## src/rtl/pc_fetch_unit_pkg.sv

```systemverilog
// Shared constants for the PC/fetch stage: next-PC select codes and fetch FSM encodings.
// The NPC codes mirror the shared control-encoding definitions used by decode.
package pc_fetch_unit_pkg;

  localparam logic [4:0] NPC_PLUS4  = 5'b00000;
  localparam logic [4:0] NPC_BRANCH = 5'b00001;
  localparam logic [4:0] NPC_JUMP   = 5'b00010;
  localparam logic [4:0] NPC_JALR   = 5'b00100;

  localparam logic [1:0] S_BOOT = 2'd0;
  localparam logic [1:0] S_REQ  = 2'd1;
  localparam logic [1:0] S_EXEC = 2'd2;

  function automatic logic [31:0] align_word(input logic [31:0] addr);
    return {addr[31:2], 2'b00};
  endfunction

endpackage

```

## src/rtl/pc_fetch_unit_npc_calc.sv

```systemverilog
// Combinational next-PC selection: sequential, conditional branch, jump and JALR targets.
// All additions wrap modulo 2^32; JALR clears bit 0 of the computed target.
module npc_calc
  import pc_fetch_unit_pkg::*;
(
  input  logic [31:0] pc,
  input  logic [4:0]  NPCOp,
  input  logic        branch_taken,
  input  logic [31:0] immout,
  input  logic [31:0] alu_target,
  output logic [31:0] npc
);

  logic [31:0] w_pc_plus4;
  logic [31:0] w_pc_imm;

  assign w_pc_plus4 = pc + 32'd4;
  assign w_pc_imm   = pc + immout;

  always_comb begin
    npc = w_pc_plus4;
    case (NPCOp)
      NPC_PLUS4:  npc = w_pc_plus4;
      NPC_BRANCH: npc = branch_taken ? w_pc_imm : w_pc_plus4;
      NPC_JUMP:   npc = w_pc_imm;
      NPC_JALR:   npc = alu_target & ~32'h1;
      default:    npc = w_pc_plus4;
    endcase
  end

endmodule

```

## src/rtl/pc_fetch_unit.sv

```systemverilog
// PC register and instruction-fetch FSM with req/gnt handshake to instruction memory.
// Optional MISALIGN_TRAP_EN: misaligned next-PC redirects to TRAP_PC with a one-cycle trap pulse.
//
// state  | meaning
// S_BOOT | one idle cycle after reset release
// S_REQ  | request held at pc until imem_gnt; rdata captured into instr
// S_EXEC | instr valid, waiting for commit (stall holds it here)
module pc_fetch_unit
  import pc_fetch_unit_pkg::*;
#(
  parameter logic [31:0] RESET_PC  = 32'h0000_0000,
  parameter logic [31:0] TRAP_PC   = 32'h0000_0100,
  parameter logic [31:0] NOP_INSTR = 32'h0000_0013
) (
  input  logic        clk,
  input  logic        rstn,
  input  logic        stall,
  input  logic        commit,
  input  logic [4:0]  NPCOp,
  input  logic        branch_taken,
  input  logic [31:0] immout,
  input  logic [31:0] alu_target,
  output logic        imem_req,
  output logic [31:0] imem_addr,
  input  logic        imem_gnt,
  input  logic [31:0] imem_rdata,
  output logic [31:0] instr,
  output logic        instr_valid,
  output logic [31:0] pc,
  output logic [31:0] pc_plus4,
  output logic        trap
);

  logic [1:0]  r_state;
  logic [31:0] r_pc;
  logic [31:0] r_instr;
  logic        r_trap;

  logic [31:0] w_npc;
  logic [31:0] w_npc_load;
  logic        w_misalign;
  logic [31:0] w_pc_next;

  npc_calc u_npc_calc (
    .pc           (r_pc),
    .NPCOp        (NPCOp),
    .branch_taken (branch_taken),
    .immout       (immout),
    .alu_target   (alu_target),
    .npc          (w_npc)
  );

`ifdef MISALIGN_TRAP_EN
  assign w_misalign = |w_npc[1:0];
  assign w_npc_load = w_npc;
`else
  assign w_misalign = 1'b0;
  assign w_npc_load = align_word(w_npc);
`endif

  assign w_pc_next = w_misalign ? TRAP_PC : w_npc_load;

  always_ff @(posedge clk or negedge rstn) begin
    if (!rstn) begin
      r_state <= S_BOOT;
      r_pc    <= RESET_PC;
      r_instr <= NOP_INSTR;
      r_trap  <= 1'b0;
    end else begin
      r_trap <= 1'b0;
      case (r_state)
        S_BOOT: r_state <= S_REQ;
        S_REQ: begin
          if (imem_gnt) begin
            r_instr <= imem_rdata;
            r_state <= S_EXEC;
          end
        end
        S_EXEC: begin
          // a stalled commit is simply not accepted; it will be presented again
          if (commit && !stall) begin
            r_pc    <= w_pc_next;
            r_trap  <= w_misalign;
            r_state <= S_REQ;
          end
        end
        default: r_state <= S_BOOT;
      endcase
    end
  end

  assign imem_req    = (r_state == S_REQ);
  assign imem_addr   = r_pc;
  assign instr       = r_instr;
  assign instr_valid = (r_state == S_EXEC);
  assign pc          = r_pc;
  assign pc_plus4    = r_pc + 32'd4;
  assign trap        = r_trap;

endmodule
```

## config.mk

```make
export PLATFORM = sky130hd
export DESIGN_NAME = pc_fetch_unit
export DESIGN_NICKNAME = d
export VERILOG_FILES = /design/src/rtl/pc_fetch_unit_pkg.sv /design/src/rtl/pc_fetch_unit_npc_calc.sv /design/src/rtl/pc_fetch_unit.sv
export SDC_FILE = /design/constraint.sdc
export NUM_CORES = 1
export LEC_CHECK = 0
export CAP_MARGIN = 20
export CORE_ASPECT_RATIO = 1.1
export CORE_MARGIN = 2
export CORE_UTILIZATION = 40
export CTS_CLUSTER_DIAMETER = 60
export DETAILED_ROUTE_END_ITERATION = 7
export PLACE_DENSITY_LB_ADDON = 0.05
export SYNTH_ARGS = -nofsm -noshare
export SYNTH_HDL_FRONTEND = slang
export SYNTH_SLANG_ARGS = --single-unit
```

## constraint.sdc

```tcl
create_clock -name clk -period 3.55 [get_ports clk]
set_input_delay 0.5325 -clock clk [delete_from_list [all_inputs] [get_ports clk]]
set_output_delay 0.5325 -clock clk [all_outputs]
set_load 0.02 [all_outputs]
```

==> results of run 1 <==
layout by cell type, fill, tap and decap left out, types with 3 or more instances in the layout:
cell type        synthesis  final
mux2i_1                  4      4
nor2_1                  33     31
o21ai_1                  3      3
a222oi_1                14     14
nand4_1                  7      7
o21a_1                   5      5
dlygate4sd2_1            0      4
conb_1                   1      7
mux2_2                  32     32
nor3_1                   6      5
a22oi_1                  4      4
o21ai_0                 37     37
o22a_1                   5      5
a21o_1                  18     18
nand2b_1                 3      3
nand3b_1                 5      5
ha_1                    30     29
a221o_1                  6      6
nand2_1                 42     42
clkbuf_16                0      9
nand3_1                 20     20
a21oi_1                 34     34
xnor2_1                 31     31
clkdlybuf4s50_1          0    220
and3_1                   7      7
inv_1                    8      8
a221oi_1                 6      6
buf_4                   37     27
dfrtp_1                 61     60
a211oi_1                 4      4
dfstp_2                  3      3
nor2b_1                  3      3
xor2_1                  19     19
repair_timing:
item,in CTS,in global routing
buffers inserted,1,1
gates resized for setup,5,5
pin swaps,1,1
endpoints found under the setup margin,6,12
endpoints found under the hold margin,0,0
state kept, by name, summed over array words and instances, names as in the netlist:
| name | count |
|---|---|
| instr | 32 |
| r_state | 2 |
| imem_addr | 30 |
metrics by stage:
stage | util, % | cell area, sq um | setup TNS (ns) | power, mW
4_1_cts | 61.8 | 7750 | 0 | 6.54
5_1_grt | 62.0 | 7770 | 0 | 6.90
3_3_place_gp | 59.2 | 7420 | -0.0354 | 5.49
2_1_floorplan | - | 5140 | 0 | 3.90
6_report | 62.0 | 7770 | 0 | 6.52
3_5_place_dp | 59.2 | 7420 | -0.103 | 5.55
layout make-up:
cell class	count	area, sq um
Clock buffer	10	229
Multi-Input combinational cell	429	3160
Inverter	8	30.0
Sequential cell	64	1610
Timing Repair Buffer	253	2460
Tap cell	157	196
Clock inverter	6	92.6
Fill cell	1091	4770
cell families (layout without fill, tap and decap cells):
group           count (synthesis)  in the layout
compound gates                159            159
other cells                     1              7
mux                            36             36
flops                          64             64
simple gates                  145            145
fa+ha+maj                      31             31
buf+inv                        65            277
xor+xnor                       51             51
power by group through the flow:
stage	Combinational, mW	Sequential (mW)	Clock (mW)
after global routing	4.45	1.44	1.02
after detailed placement	4.16	1.40	0
after global placement	4.11	1.37	0
after CTS	4.17	1.38	0.992
after floorplan	2.10	1.80	0
final	4.16	1.38	0.974
critical path, stage by stage, from the launching register on:
cell and delay, ns:
dfrtp_1 0.36, ha_2 0.24, nand3_4 0.13, or4_4 0.56, nor3_4 0.32, and3_2 0.25
and3_1 0.21, xor2_1 0.14, dlygate4sd2_1 0.35
final timing paths:
kind                         startpoint            end  slack (ns)  cells after the start
max                        imem_addr[3]   pc_plus4[30]        0.11                      8
max in group asynchronous          rstn   imem_addr[6]        2.56                      2
min                                rstn       instr[6]        0.40                      2
min reg2reg                    instr[3]       instr[3]        0.50                      1
min in group clk               instr[3]       instr[3]        0.50                      1
max reg2reg                imem_addr[2]  imem_addr[28]        0.28                     12
per-layer routing:
| layer | part of all wire (%) | global-route usage [%] | routed length (um) | up-vias |
|---|---|---|---|---|
| met5 | 0 | 0 | 0 | - |
| met4 | 1.3 | 7.72 | 225 | 0 |
| met3 | 6.1 | 3.31 | 1020 | 19 |
| met2 | 50 | 42.3 | 8310 | 206 |
| met1 | 43 | 30.8 | 7180 | 2472 |
| li1 | - | - | - | 2448 |
Yosys cell counts, drive strengths merged, types with 2 or more instances:
library cell,instances
buf,41
nand3b,5
a221o,7
o22ai,2
and4,2
xor2,19
and2,2
a211o,2
nor3,8
o21a,5
a211oi,4
nand2,42
xnor2,32
clkbuf,16
nand2b,3
o211ai,3
o221ai,2
a22oi,4
a31oi,2
a21oi,34
o21ai,41
a21boi,2
or3,2
dfrtp,61
a21o,18
nor2,33
nand3,22
inv,8
a222oi,14
nor2b,3
nand4,8
a221oi,7
and3,9
dfstp,3
mux2,32
ha,30
o22a,6
mux2i,4
==> summary.md, run 1 <==
| Metric | Value |
|---|---|
| Final non-filler cell total | 927 |
| Post-synth EDFFs | 0 |
| Part of the power in combinational logic | 63.8% |
| Synth Area in Adders | 7.73% |
| Worst Path Arrival | 2.91 ns |
| Vias/cell | 5.55 |
| Die Height | 123 um |
| Max Cap Violations | 0 |
| Fraction of layout cells with a size suffix above 1 | 13.1% |
| Status | finished clean |
| CP endpoint kind | primary output |
| Relative slew margins | 42.3% |
| CP required | 3.02 ns |
| Final setup vio count | 0 |
| Yosys Warn Count | 0 |
| Post-synth top area cell | dfrtp_1 |
| Fin crit share | 97.0% |
| IO Port Bufs | 226 |
| First-pass GRT wire length | 26500 um |
| Worst VDD drop | 0.442 mV |
| IO Pins | 238 |
| HP Class | in -> async |
| CP max FO | 5 |
| Post-route worst setup slack | 0.106 ns |
| Clock Latency Late Sink | 0.34 ns |
| Synth unique cells | 68 |
| Clock share of power | 14.9% |
| Syn Area/Cell | 9.26 sq um |
| Clock sink total | 64 |
| Yosys top cell area share | 29.9% |
| Initial antenna violation count | 0 |
| GRT Total Usage | 24.1% |
| #FFs+latches synth | 64 |
| Synth Instances | 552 |
| Top FF cell, synth | dfrtp_1 |
| Internal | 3.74 mW |
| Std cell rows | 43 |
| GPL Wtd Cong | 0.886 |
| Remaining DRCs | 0 |
| Die width | 112 um |
| Root Buffer | clkbuf_16 |
| Initial DRC count | 372 |
| Largest family of logic cells by synthesized area | compound AO/OA/AOI/OAI gates |
| Largest net degree at the start of global routing | 65 |
| Share of flip-flops with an asynchronous set or reset | 100% |
| CTS tree | yes |
| Routed Antenna Nets | 0 |
| Wire per inst | 18.1 um |
| CTS Buffer Depth | 2 |
| Min Clock Period, post-route | 3.44 ns |
| Switching Fraction | 42.6% |
| Starting Density | 40.8% |
| Mapped Area | 5110 sq um |
| Max Clk Rate | 0.290 GHz |
| Mux contribution to synthesized area | 7.83% |
| Reg clk slew, reported paths | 0.06 ns |
| CP Class | reg -> out |
| Cells after DPL | 909 |
| Initial DRT Pass Iterations | 7 |
| Leakage power | 3.33 nW |
| Final hold vios | 0 |
| Unrepaired setup endpoints after global routing | no |
| Vias in the first global route | 5178 |
| Sequential-to-total area share from yosys stat | 31.4% |
| Post-DP HPWL | 12600 um |
| Global route total overflow | 0 |
| Setup Skew | 0.00839 ns |
| Worst-margin pin slew | 0.866 ns |
| Routed wire length | 16700 um |
| Layout Area Growth over Synthesis | 51.9% |
| Top cells by area, synth | dfrtp_1 (30%), ha_1 (7.3%), mux2_2 (7.0%) |
| XOR/XNOR share of the synthesized area | 8.88% |
| H-tree depth | 3 |
| Inserted Diodes | 0 |
| Post-CTS Hold Fix Bufs | 0 |
| Hold_ws | 0.398 ns |
| Register share of total power | 21.2% |
| Synth Area in Simple Gates | 14.8% |
| Inserted Clock Buffers | 9 |
| DIE AREA | 13700 sq um |
| Worst slack, placed | -0.0958 ns |
| PD cells | 839 nW/um^2 |
| Compound-gate portion of the synthesized area | 21.8% |
| Placeable core area | 12500 sq um |
| Startpoint class of the critical path | flop |
| Layout Nets | 903 |
| Via count | 5145 |
| Sw power | 2.78 mW |
| Slew Viols, Final | 0 |
(Power assumes the default switching activity.)
==> inputs of run 2 (changes only) <==
--- a/config.mk
+++ b/config.mk
@@ -8,7 +8,7 @@
 export CAP_MARGIN = 20
 export CORE_ASPECT_RATIO = 1.1
 export CORE_MARGIN = 2
-export CORE_UTILIZATION = 40
+export CORE_UTILIZATION = 42
 export CTS_CLUSTER_DIAMETER = 60
 export DETAILED_ROUTE_END_ITERATION = 7
 export PLACE_DENSITY_LB_ADDON = 0.05
==> summary.md, run 2 (synthesis gave the netlist of run 1 again) <==
| Metric | Value |
|---|---|
| Max Cap Violations | 0 |
| Clock sink total | 64 |
| Fill count | 1021 |
| Die width | 109 um |
| Inserted Clock Buffers | 9 |
| Critical Path Stages | 9 |
| Most common cell after layout, fill and taps aside | clkdlybuf4s50_1 |
| Final core occ | 64.7% |
| Routed Antenna Nets | 0 |
| Routing usage on met1 | 31.0% |
| H-tree depth | 3 |
| Worst r2r src | imem_addr[2] |
| Die Height | 120 um |
| Number of flip-flops in the largest register | 32 |
| Unrepaired setup endpoints after global routing | no |
| Post-DP HPWL | 12600 um |
| Layout Area Growth over Synthesis | 51.5% |
| Setup TNS | 0 ns |
| GPL Wtd Cong | 0.868 |
| Post-route worst setup slack | 0.146 ns |
| Fraction of layout cells with a size suffix above 1 | 13.2% |
| Starting Density | 42.7% |
| Top Usage Layer GRT | met2 |
| Met3 usage | 5.27% |
| Final setup vio count | 0 |
| Post-CTS Hold Fix Bufs | 0 |
| Worst VDD drop | 0.406 mV |
| Initial DRT Pass Iterations | 6 |
| Layout Nets | 906 |
| CTS Buffer Depth | 2 |
| IO Pins | 238 |
| GRT Total Usage | 25.1% |
| Remaining DRCs | 0 |
| Final hold vios | 0 |
| Commonest non-fill, non-tap cells in the layout | clkdlybuf4s50_1 (219), dfrtp_1 (61), nand2_1 (42), o21ai_0 (37), a21oi_1 (34) |
| Root Buffer | clkbuf_16 |
| Buf/Inv on CP | 2 |
| Worst Path Arrival | 2.87 ns |
| Fin crit share | 95.9% |
| Worst path cell trace | ha_2 -> nand3_4 -> or4_4 -> nor3_4 -> buf_4 -> and3_4 -> nand3_2 -> xnor2_2 -> dlygate4sd2_1 |
| Largest net degree at the start of global routing | 65 |
| CP Class | reg -> out |
| Worst slack, placed | 0.0672 ns |
| Global route total overflow | 0 |
| Final non-filler cell total | 927 |
| CTS tree | yes |
| Slowest CP cell | or4_4 |
| Via count | 5066 |
| Worst Setup SP | imem_addr[2] |
| Initial DRC count | 281 |
| First-pass GRT wire length | 25700 um |
| Leakage power | 3.33 nW |
| PD cells | 822 nW/um^2 |
| Worst reg2reg path depth | 12 |
| Largest delay contributor family on the critical path | simple AND/OR/NAND/NOR gates |
| CP required | 3.02 ns |
| Met2 Usage GRT | 43.3% |
| Reg clk slew, reported paths | 0.06 ns |
| Startpoint class of the critical path | flop |
| Status | finished clean |
| CP max FO | 5 |
| Std cell rows | 42 |
| Vias in the first global route | 5164 |
| Routed wire length | 16500 um |
| Min Clock Period, post-route | 3.40 ns |
| Worst-margin pin slew | 0.846 ns |
| Setup Skew | 0.0109 ns |
| Relative slew margins | 43.6% |
| Cells after DPL | 907 |
| CP max stage delay | 0.56 ns |
| HP Class | in -> async |
| Placeable core area | 12000 sq um |
| IO Port Bufs | 226 |
| Max Clk Rate | 0.294 GHz |
| Clock Latency Late Sink | 0.34 ns |
| DIE AREA | 13100 sq um |
| CP endpoint kind | primary output |
| Slew Viols, Final | 0 |
| Inserted Diodes | 0 |
| Initial antenna violation count | 0 |
| Wire per inst | 17.8 um |
| Vias/cell | 5.46 |
run 2: area by class of cell:
class | instances | area, sq um | area share, %
flip-flops and latches | 64 | 1610 | 20.7
repair buffers | 256 | 2490 | 32.1
clock buffers | 10 | 239 | 3.08
multi-input cells | 429 | 3150 | 40.7
well taps | 154 | 193 | 2.49
clock inverters | 6 | 43.8 | 0.565
inverters | 8 | 30.0 | 0.388
run 2: worst paths after layout:
kind | slack (ns) | to
worst max register to register | 0.38 | imem_addr[28]
worst min register to register | 0.50 | instr[12]
max in group asynchronous | 2.61 | imem_addr[24]
worst min-delay path | 0.38 | instr[6]
min in group clk | 0.50 | instr[12]
worst max-delay path | 0.15 | pc_plus4[26]
run 2: repair_timing:
action                                  CTS  global route
gates resized for setup                   3             5
setup buffers                             2             2
endpoints found under the setup margin    4            10
pin swaps                                 1             1
run 2: metal layers:
| metal | share of wire (%) | vias to the layer above |
|---|---|---|
| met3 | 7.3 | 24 |
| met1 | 42 | 2392 |
| met5 | 0 | - |
| met4 | 2.1 | 0 |
| li1 | - | 2441 |
| met2 | 48 | 209 |
run 2: power breakdown:
part / internal [mW] / switching, mW / total, mW
combinational: 2.05 / 2.09 / 4.14
sequential: 1.07 / 0.312 / 1.38
clock: 0.492 / 0.353 / 0.846
run 2: worst reg2reg max path, cell delays in order (launching register included):
cell and delay, ns:
dfrtp_1 0.40, buf_4 0.18, ha_1 0.22, fa_1 0.44, a211oi_1 0.31, o21ai_0 0.17
nand3_1 0.13, a21oi_1 0.11, o21ai_1 0.24, o21ai_1 0.13, o41ai_1 0.38, mux2i_1 0.26
o22a_1 0.14
run 2: metrics by stage:
stage / power, mW / instance area [sq um] / hold slack, ns
finish: 6.37 / 7750 / 0.378
global route: 6.78 / 7750 / 0.470
CTS: 6.40 / 7720 / 0.422
detailed placement: 5.54 / 7430 / 0.492
global placement: 5.48 / 7430 / 0.486
floorplan: 3.90 / 5140 / 0.237
